===== config.mk =====
export PLATFORM = sky130hd
export DESIGN_NAME = pushshift_sched
export DESIGN_NICKNAME = d
export VERILOG_FILES = /design/src/rtl/pushshift_sched.sv
export SDC_FILE = /design/constraint.sdc
export NUM_CORES = 1
export LEC_CHECK = 0
export BUFFER_PORTS_ARGS = -buffer_cell sky130_fd_sc_hd__buf_2
export CORE_UTILIZATION = 40
export DETAILED_ROUTE_END_ITERATION = 7
export PLACE_DENSITY_LB_ADDON = 0.3
export SYNTH_ARGS = -nofsm -noshare
export SYNTH_HDL_FRONTEND = slang
export SYNTH_SLANG_ARGS = --single-unit

===== constraint.sdc =====
create_clock -name CLOCK -period 3.16 [get_ports CLOCK]
set_clock_uncertainty 0.2 [all_clocks]
set_input_delay 0.316 -clock CLOCK [delete_from_list [all_inputs] [get_ports CLOCK]]
set_output_delay 0.316 -clock CLOCK [all_outputs]
set_load 0.05 [all_outputs]

===== src/rtl/pushshift_sched.sv =====
// Round-robin A/B scheduler plus optional 16-step fill scan driving the push-shift datapath port.
// Latency 1 cycle request->oEn/oAck; registered outputs; requests wait (held) while scan runs.
// Optional scan sequencer compiled in with `define PUSHSHIFT_SCAN_EN.
module pushshift_sched (
    input  logic       CLOCK,
    input  logic       RESET,
    input  logic       iReqA,
    input  logic [3:0] iAddrA,
    input  logic [3:0] iDataA,
    output logic       oAckA,
    input  logic       iReqB,
    input  logic [3:0] iAddrB,
    input  logic [3:0] iDataB,
    output logic       oAckB,
    input  logic       iScanStart,
    input  logic [3:0] iFill,
    output logic       oScanBusy,
    output logic       oScanDone,
    output logic       oEn,
    output logic [3:0] oAddr,
    output logic [3:0] oData,
    output logic       oWinFull
);

    typedef enum logic {
        ST_IDLE = 1'b0,
        ST_SCAN = 1'b1
    } state_t;

    state_t     r_state;
    state_t     w_state_nxt;

    logic       r_en;
    logic [3:0] r_addr;
    logic [3:0] r_data;
    logic       r_ack_a;
    logic       r_ack_b;
    logic       r_busy;
    logic       r_done;
    logic       r_ptr_b;     // 1: last grant went to B
    logic [2:0] r_win_cnt;

    logic       w_en_nxt;
    logic [3:0] w_addr_nxt;
    logic [3:0] w_data_nxt;
    logic       w_ack_a_nxt;
    logic       w_ack_b_nxt;
    logic       w_busy_nxt;
    logic       w_done_nxt;
    logic       w_ptr_b_nxt;

    logic       w_elig_a;
    logic       w_elig_b;
    logic       w_grant_a;
    logic       w_grant_b;

`ifdef PUSHSHIFT_SCAN_EN
    logic [3:0] r_step;
    logic [3:0] r_fill;
    logic [3:0] w_step_nxt;
    logic [3:0] w_fill_nxt;
`else
    logic       w_unused_scan;
    assign w_unused_scan = ^{iScanStart, iFill};
`endif

    // A request acked this cycle is still high by protocol; skip it once.
    assign w_elig_a  = iReqA & ~r_ack_a;
    assign w_elig_b  = iReqB & ~r_ack_b;
    assign w_grant_a = w_elig_a & (~w_elig_b | r_ptr_b);
    assign w_grant_b = w_elig_b & (~w_elig_a | ~r_ptr_b);

    always_comb begin
        w_state_nxt = r_state;
        w_en_nxt    = 1'b0;
        w_addr_nxt  = r_addr;
        w_data_nxt  = r_data;
        w_ack_a_nxt = 1'b0;
        w_ack_b_nxt = 1'b0;
        w_busy_nxt  = 1'b0;
        w_done_nxt  = 1'b0;
        w_ptr_b_nxt = r_ptr_b;
`ifdef PUSHSHIFT_SCAN_EN
        w_step_nxt  = r_step;
        w_fill_nxt  = r_fill;
`endif
        case (r_state)
            ST_IDLE: begin
`ifdef PUSHSHIFT_SCAN_EN
                if (iScanStart) begin
                    w_state_nxt = ST_SCAN;
                    w_fill_nxt  = iFill;
                    w_step_nxt  = 4'd0;
                    w_en_nxt    = 1'b1;
                    w_addr_nxt  = 4'd0;
                    w_data_nxt  = iFill;
                    w_busy_nxt  = 1'b1;
                end else
`endif
                if (w_grant_a) begin
                    w_en_nxt    = 1'b1;
                    w_addr_nxt  = iAddrA;
                    w_data_nxt  = iDataA;
                    w_ack_a_nxt = 1'b1;
                    w_ptr_b_nxt = 1'b0;
                end else if (w_grant_b) begin
                    w_en_nxt    = 1'b1;
                    w_addr_nxt  = iAddrB;
                    w_data_nxt  = iDataB;
                    w_ack_b_nxt = 1'b1;
                    w_ptr_b_nxt = 1'b1;
                end
            end
            ST_SCAN: begin
`ifdef PUSHSHIFT_SCAN_EN
                // r_step is the address currently on oAddr
                if (r_step == 4'd15) begin
                    w_state_nxt = ST_IDLE;
                    w_done_nxt  = 1'b1;
                end else begin
                    w_step_nxt  = r_step + 4'd1;
                    w_en_nxt    = 1'b1;
                    w_addr_nxt  = r_step + 4'd1;
                    w_data_nxt  = r_fill;
                    w_busy_nxt  = 1'b1;
                end
`else
                w_state_nxt = ST_IDLE;
`endif
            end
            default: w_state_nxt = ST_IDLE;
        endcase
    end

    always_ff @(posedge CLOCK) begin
        if (RESET) begin
            r_state   <= ST_IDLE;
            r_en      <= 1'b0;
            r_addr    <= 4'd0;
            r_data    <= 4'd0;
            r_ack_a   <= 1'b0;
            r_ack_b   <= 1'b0;
            r_busy    <= 1'b0;
            r_done    <= 1'b0;
            r_ptr_b   <= 1'b1;
            r_win_cnt <= 3'd0;
`ifdef PUSHSHIFT_SCAN_EN
            r_step    <= 4'd0;
            r_fill    <= 4'd0;
`endif
        end else begin
            r_state   <= w_state_nxt;
            r_en      <= w_en_nxt;
            r_addr    <= w_addr_nxt;
            r_data    <= w_data_nxt;
            r_ack_a   <= w_ack_a_nxt;
            r_ack_b   <= w_ack_b_nxt;
            r_busy    <= w_busy_nxt;
            r_done    <= w_done_nxt;
            r_ptr_b   <= w_ptr_b_nxt;
            // counts alongside the oEn register so the flag rises with the 6th pulse
            if (w_en_nxt && (r_win_cnt != 3'd6))
                r_win_cnt <= r_win_cnt + 3'd1;
`ifdef PUSHSHIFT_SCAN_EN
            r_step    <= w_step_nxt;
            r_fill    <= w_fill_nxt;
`endif
        end
    end

    assign oEn       = r_en;
    assign oAddr     = r_addr;
    assign oData     = r_data;
    assign oAckA     = r_ack_a;
    assign oAckB     = r_ack_b;
    assign oScanBusy = r_busy;
    assign oScanDone = r_done;
    assign oWinFull  = (r_win_cnt == 3'd6);

endmodule

# Yosys cells after proc, flatten, opt, wreduce, memory -nomap -nowiden
# Cells that the tools add are included.
# classes
n_eq_ne	2
shifts	0
bitwise	11
mux	9
magnitude_cmp	0
div_mod_pow	0
addsub	1
n_reduce_logical	3
n_mul	0
# op_table
cell	count
4-bit two-way mux	4
1-bit two-way mux	5
1-bit NOT	5
1-bit AND	4
3-bit by 1-bit adder with 3-bit output (second input constant)	1
3-bit equality test (second input constant)	1
3-bit inequality test (second input constant)	1
1-bit OR	2
2-bit nonzero test	1
2-bit OR reduction	1
1-bit logical AND	1
# word_totals
reg_bits	15
latchBits	0
out_inout_bits	14
wordCells	33
ramBits	0
memories	0
rom_bits	0

# Longest topological paths before layout
# logic_depth
ltp_word	8
mapped_depth	6

# Worst setup path after synthesis
# OpenSTA, ideal clock, no wires.
# synth_timing
kind	flip-flop to flip-flop
from	reg r_ack_a, in the netlist oAckA
to	reg r_win_cnt[1]
stages_incl_launch_ff	5
arrival_time_ns	1.392
setup_slack_ns	1.477
t_required_ns	2.869
period_less_slack_ns	1.683
path_cell_list	dfxtp_1 nor2b_4 or2_1 buf_2 a311oi_1
# synth_via
elab_chain_cells	8
word_cells_on_any_way	9
classes_between	mux (2); bitwise (6); reduce/logical (1)
# synth_rtl
element	line	text
start: declaration	36	logic r_ack_a;
start signal: assignment	156	r_ack_a <= w_ack_a_nxt;
1-bit NOT (*)	68	assign w_elig_a = iReqA & ~r_ack_a;
1-bit AND (*)	68	
1-bit NOT	71	assign w_grant_b = w_elig_b & (~w_elig_a | ~r_ptr_b);
1-bit OR	71	
1-bit AND	71	
1-bit two-way mux	106	end else if (w_grant_b) begin
1-bit two-way mux (*)	100	if (w_grant_a) begin
1-bit logical AND (*)	162	if (w_en_nxt && (r_win_cnt != 3'd6))
end signal: assignment	163	r_win_cnt <= r_win_cnt + 3'd1;
end: declaration	41	logic [2:0] r_win_cnt;
# Mark *: on every way between the ends. The rest lies on a longest branch, timed or not.
# A chain may end at the register's enable or synchronous reset.

# Worst setup path after layout
# layout_timing
from	reg r_ptr_b
to	reg r_data[2], in the netlist oData[2]
# layout_via
elab_chain_cells	4
word_cells_on_any_way	7
classes_between	mux (1); bitwise (5); reduce/logical (1)
# layout_rtl
element	line	text
start: declaration	40	logic r_ptr_b;
start signal: assignment	160	r_ptr_b <= w_ptr_b_nxt;
1-bit NOT	71	
1-bit OR	71	
1-bit AND	71	
2-bit nonzero test (no source line)	--	
end signal: assignment	155	r_data <= w_data_nxt;
end: declaration	35	logic [3:0] r_data;
# Several ways; a longest one is shown, not always the timed one.

==> run_results.csv <==
group,metric,value,unit
run_status,outcome,"finished clean",
yosys,synth_top_area_share,44.1,%
critical_path,arrival,1920,ps
placed_design,place_congestion,0.644,
routing,antenna_left,0,
cells_and_area,final_area,846,um^2
cells_and_area,drive_gt1_share,37.0,%
floorplan,core-area,1540,um^2
global_routing,grt_max_degree,22,
yosys,yosysMostFrequentCell,"dfxtp_1",
floorplan,start_util,44.2,%
sta,relSlewSlack,35.6,%
floorplan,chipHeight,43.3,um
sta,fin_crit_sh,61.1,%
placed_design,placed_cells,112,
power_and_ir_drop,comb_power_share,28.3,%
routing,wirelength,1200,um
critical_path,path_cells,"o31ai_2, mux2i_1, a211oi_1",
routing,vias_per_cell,4.89,
power_and_ir_drop,p_per_area,539,nW/um^2
global_routing,grt_overflow,0,
yosys,ys_seq_elements,15,
routing,drtIter0Drc,4,
yosys,synth-seq-area-share,44.1,%
yosys,ys_top_cells_by_count,"dfxtp_1, nor2_1, a211oi_1, mux2i_1, inv_1",
clock_network,ctsHoldBuffers,0,
power_and_ir_drop,seqPwrFrac,48.0,%
power_and_ir_drop,p_switching,0.157,mW
routing,drc_errors,0,
clock_network,clk_pin_slew_worst_paths,90,ps
sta,layout_min_cycle_time,1930,ps
yosys,synth_ff_type,"dfxtp_1",
yosys,synthCells,70,
critical_path,cp-end-kind,"flop",
power_and_ir_drop,intPower,0.298,mW
global_routing,grt_pass1_vias,509,
critical_path,cp_slowest_cell,"o31ai_2",
power_and_ir_drop,power_frac_clock,23.6,%
sta,fmaxAchievable,518,MHz
cells_and_area,insertedDiodeCount,0,
sta,worst_pin_slew,961,ps
critical_path,critPathRequiredTime,3150,ps
clock_network,ctsLongestPathBuffers,2,
clock_network,clk_latency,280,ps
sta,hold_viol,0,
critical_path,crit_path_max_fanout,9,
clock_network,post_cts_resized,0,
critical_path,cp_num_buf_inv,0,
power_and_ir_drop,cellLeakagePower,0.446,nW
clock_network,cts.sinks,15,
clock_network,post_cts_buffers,0,
power_and_ir_drop,sw_frac_of_total,34.5,%
yosys,ys_async_sr_fraction,0,%
critical_path,critPathMaxStageDelay,840,ps
clock_network,htreeDepth,1,
clock_network,cts-root-buf,"clkbuf_4",
global_routing,gr-usage-met1,17.5,%
critical_path,critical_path_class,"reg2reg",
power_and_ir_drop,ir_drop,0.285,mV
global_routing,grt_use_met3,2.55,%
floorplan,die_w,43.3,um
global_routing,grt_pass1_wl,2050,um
floorplan,rows,14,
cells_and_area,area_growth,24.3,%
sta,rsz0062_at_grt,"no",
critical_path,cp-start-kind,"flop",
floorplan,io_pins,39,
clock_network,cts_tree,"yes",
yosys,syn_area,681,um^2
sta,fin_tns_setup,0,ps
sta,maxSlewViolCount,0,
sta,final-setup-viol-count,0,
cells_and_area,fin_nets,128,
placed_design,dp_slack,1130,ps
placed_design,place_area,820,um^2
critical_path,critical-path-top-delay-family,"compound AO/OA/AOI/OAI gates",
sta,hold_slack,133,ps
global_routing,antenna_found_initial,0,
routing,first_pass_iters,3,
cells_and_area,fin_cells,116,
placed_design,dp_hpwl,895,um
yosys,yosys_warnings,0,
yosys,netlist-cell-type-count,25,
yosys,synth.area.top_cells,"dfxtp_1, mux2i_1, a211oi_1",
routing,wl_per_cell,10.4,um
global_routing,grtUsageTotal,14.7,%
yosys,synth_largest_area_cell,"dfxtp_1",
min_path,min_path_type,"in2reg",
global_routing,met2_usage,23.3,%
clock_network,cts_buffers,3,
routing,vias,567,
sta,setup_ws,1230,ps
global_routing,busiest_layer,"met2",
job,maxCapViolCount,0,
yosys,syn_area_per_cell,9.72,um^2
placed_design,port_buffers,31,
yosys,synth_edf_count,0,
floorplan,dieArea,1870,um^2
-- cell usage in the layout, fill, tap and decap left out, drive strengths merged --
| master | n |
|---|---|
| or2 | 1 |
| nand2b | 1 |
| nor2b | 3 |
| clkbuf | 4 |
| and4b | 1 |
| ha | 2 |
| xnor2 | 1 |
| a211oi | 8 |
| inv | 3 |
| a21oi | 2 |
| conb | 2 |
| nor3 | 1 |
| o21ai | 2 |
| nand2 | 2 |
| mux2i | 8 |
| o31ai | 1 |
| nor2 | 10 |
| dfxtp | 15 |
| a311oi | 1 |
| a2111oi | 1 |
| buf | 31 |
-- cell type report --
cell class	count	area (um^2)
clock buffer	4	26.3
fill	149	696
inverter	3	11.3
multi-input combinational	47	333
sequential	15	300
tap	16	20.0
timing repair buffer	31	155
-- worst reg2reg max path, cell delays in order (launching register included) --
cell	delay [ps]
dfxtp_1	350
o31ai_2	840
mux2i_1	190
a211oi_1	270
-- power by group through the flow --
stage	clock (mW)	combinational (mW)	sequential, mW
after global placement	0	0.128	0.222
after global routing	0.123	0.139	0.222
after CTS	0.114	0.130	0.219
after floorplan	0	0.0585	0.267
final	0.108	0.129	0.219
after detailed placement	0	0.130	0.223
-- cell families after synthesis --
logic type	count (synthesis)	share of synthesized area, %
compound gates	15	16.2
xor+xnor	1	1.29
fa+ha+maj	2	3.68
buf+inv	9	7.54
flops	15	44.1
mux	8	11.8
other cells	1	0.551
simple gates	19	14.9
-- metrics by stage --
stage          power (mW)  utilization (%)
2_1_floorplan       0.325                -
3_3_place_gp        0.350             53.2
3_5_place_dp        0.353             53.2
4_1_cts             0.463             54.9
5_1_grt             0.484             54.9
6_report            0.456             54.9
-- state kept, by name, indices dropped and copies added, names as in the netlist --
register   count
oAckA          1
oAckB          1
oAddr          4
r_win_cnt      3
oEn            1
r_ptr_b        1
oData          4
-- layer usage --
metal	up-vias	routed length (um)	share of wire, %
li1	299	-	-
met1	243	570	47
met2	23	554	46
met3	2	69	5.7
met4	0	9	0.75
met5	-	0	0
-- final timing paths --
check             startpoint  endpoint  slack (ps)  cells past startpoint
setup / recovery     r_ptr_b  oData[2]        1230                      3
hold / removal         iReqB     oAckB         130                      3
setup reg to reg     r_ptr_b  oData[2]        1230                      3
hold reg to reg     oAddr[3]  oAddr[3]         300                      2
No activity file was read; power rests on OpenSTA's default activity.
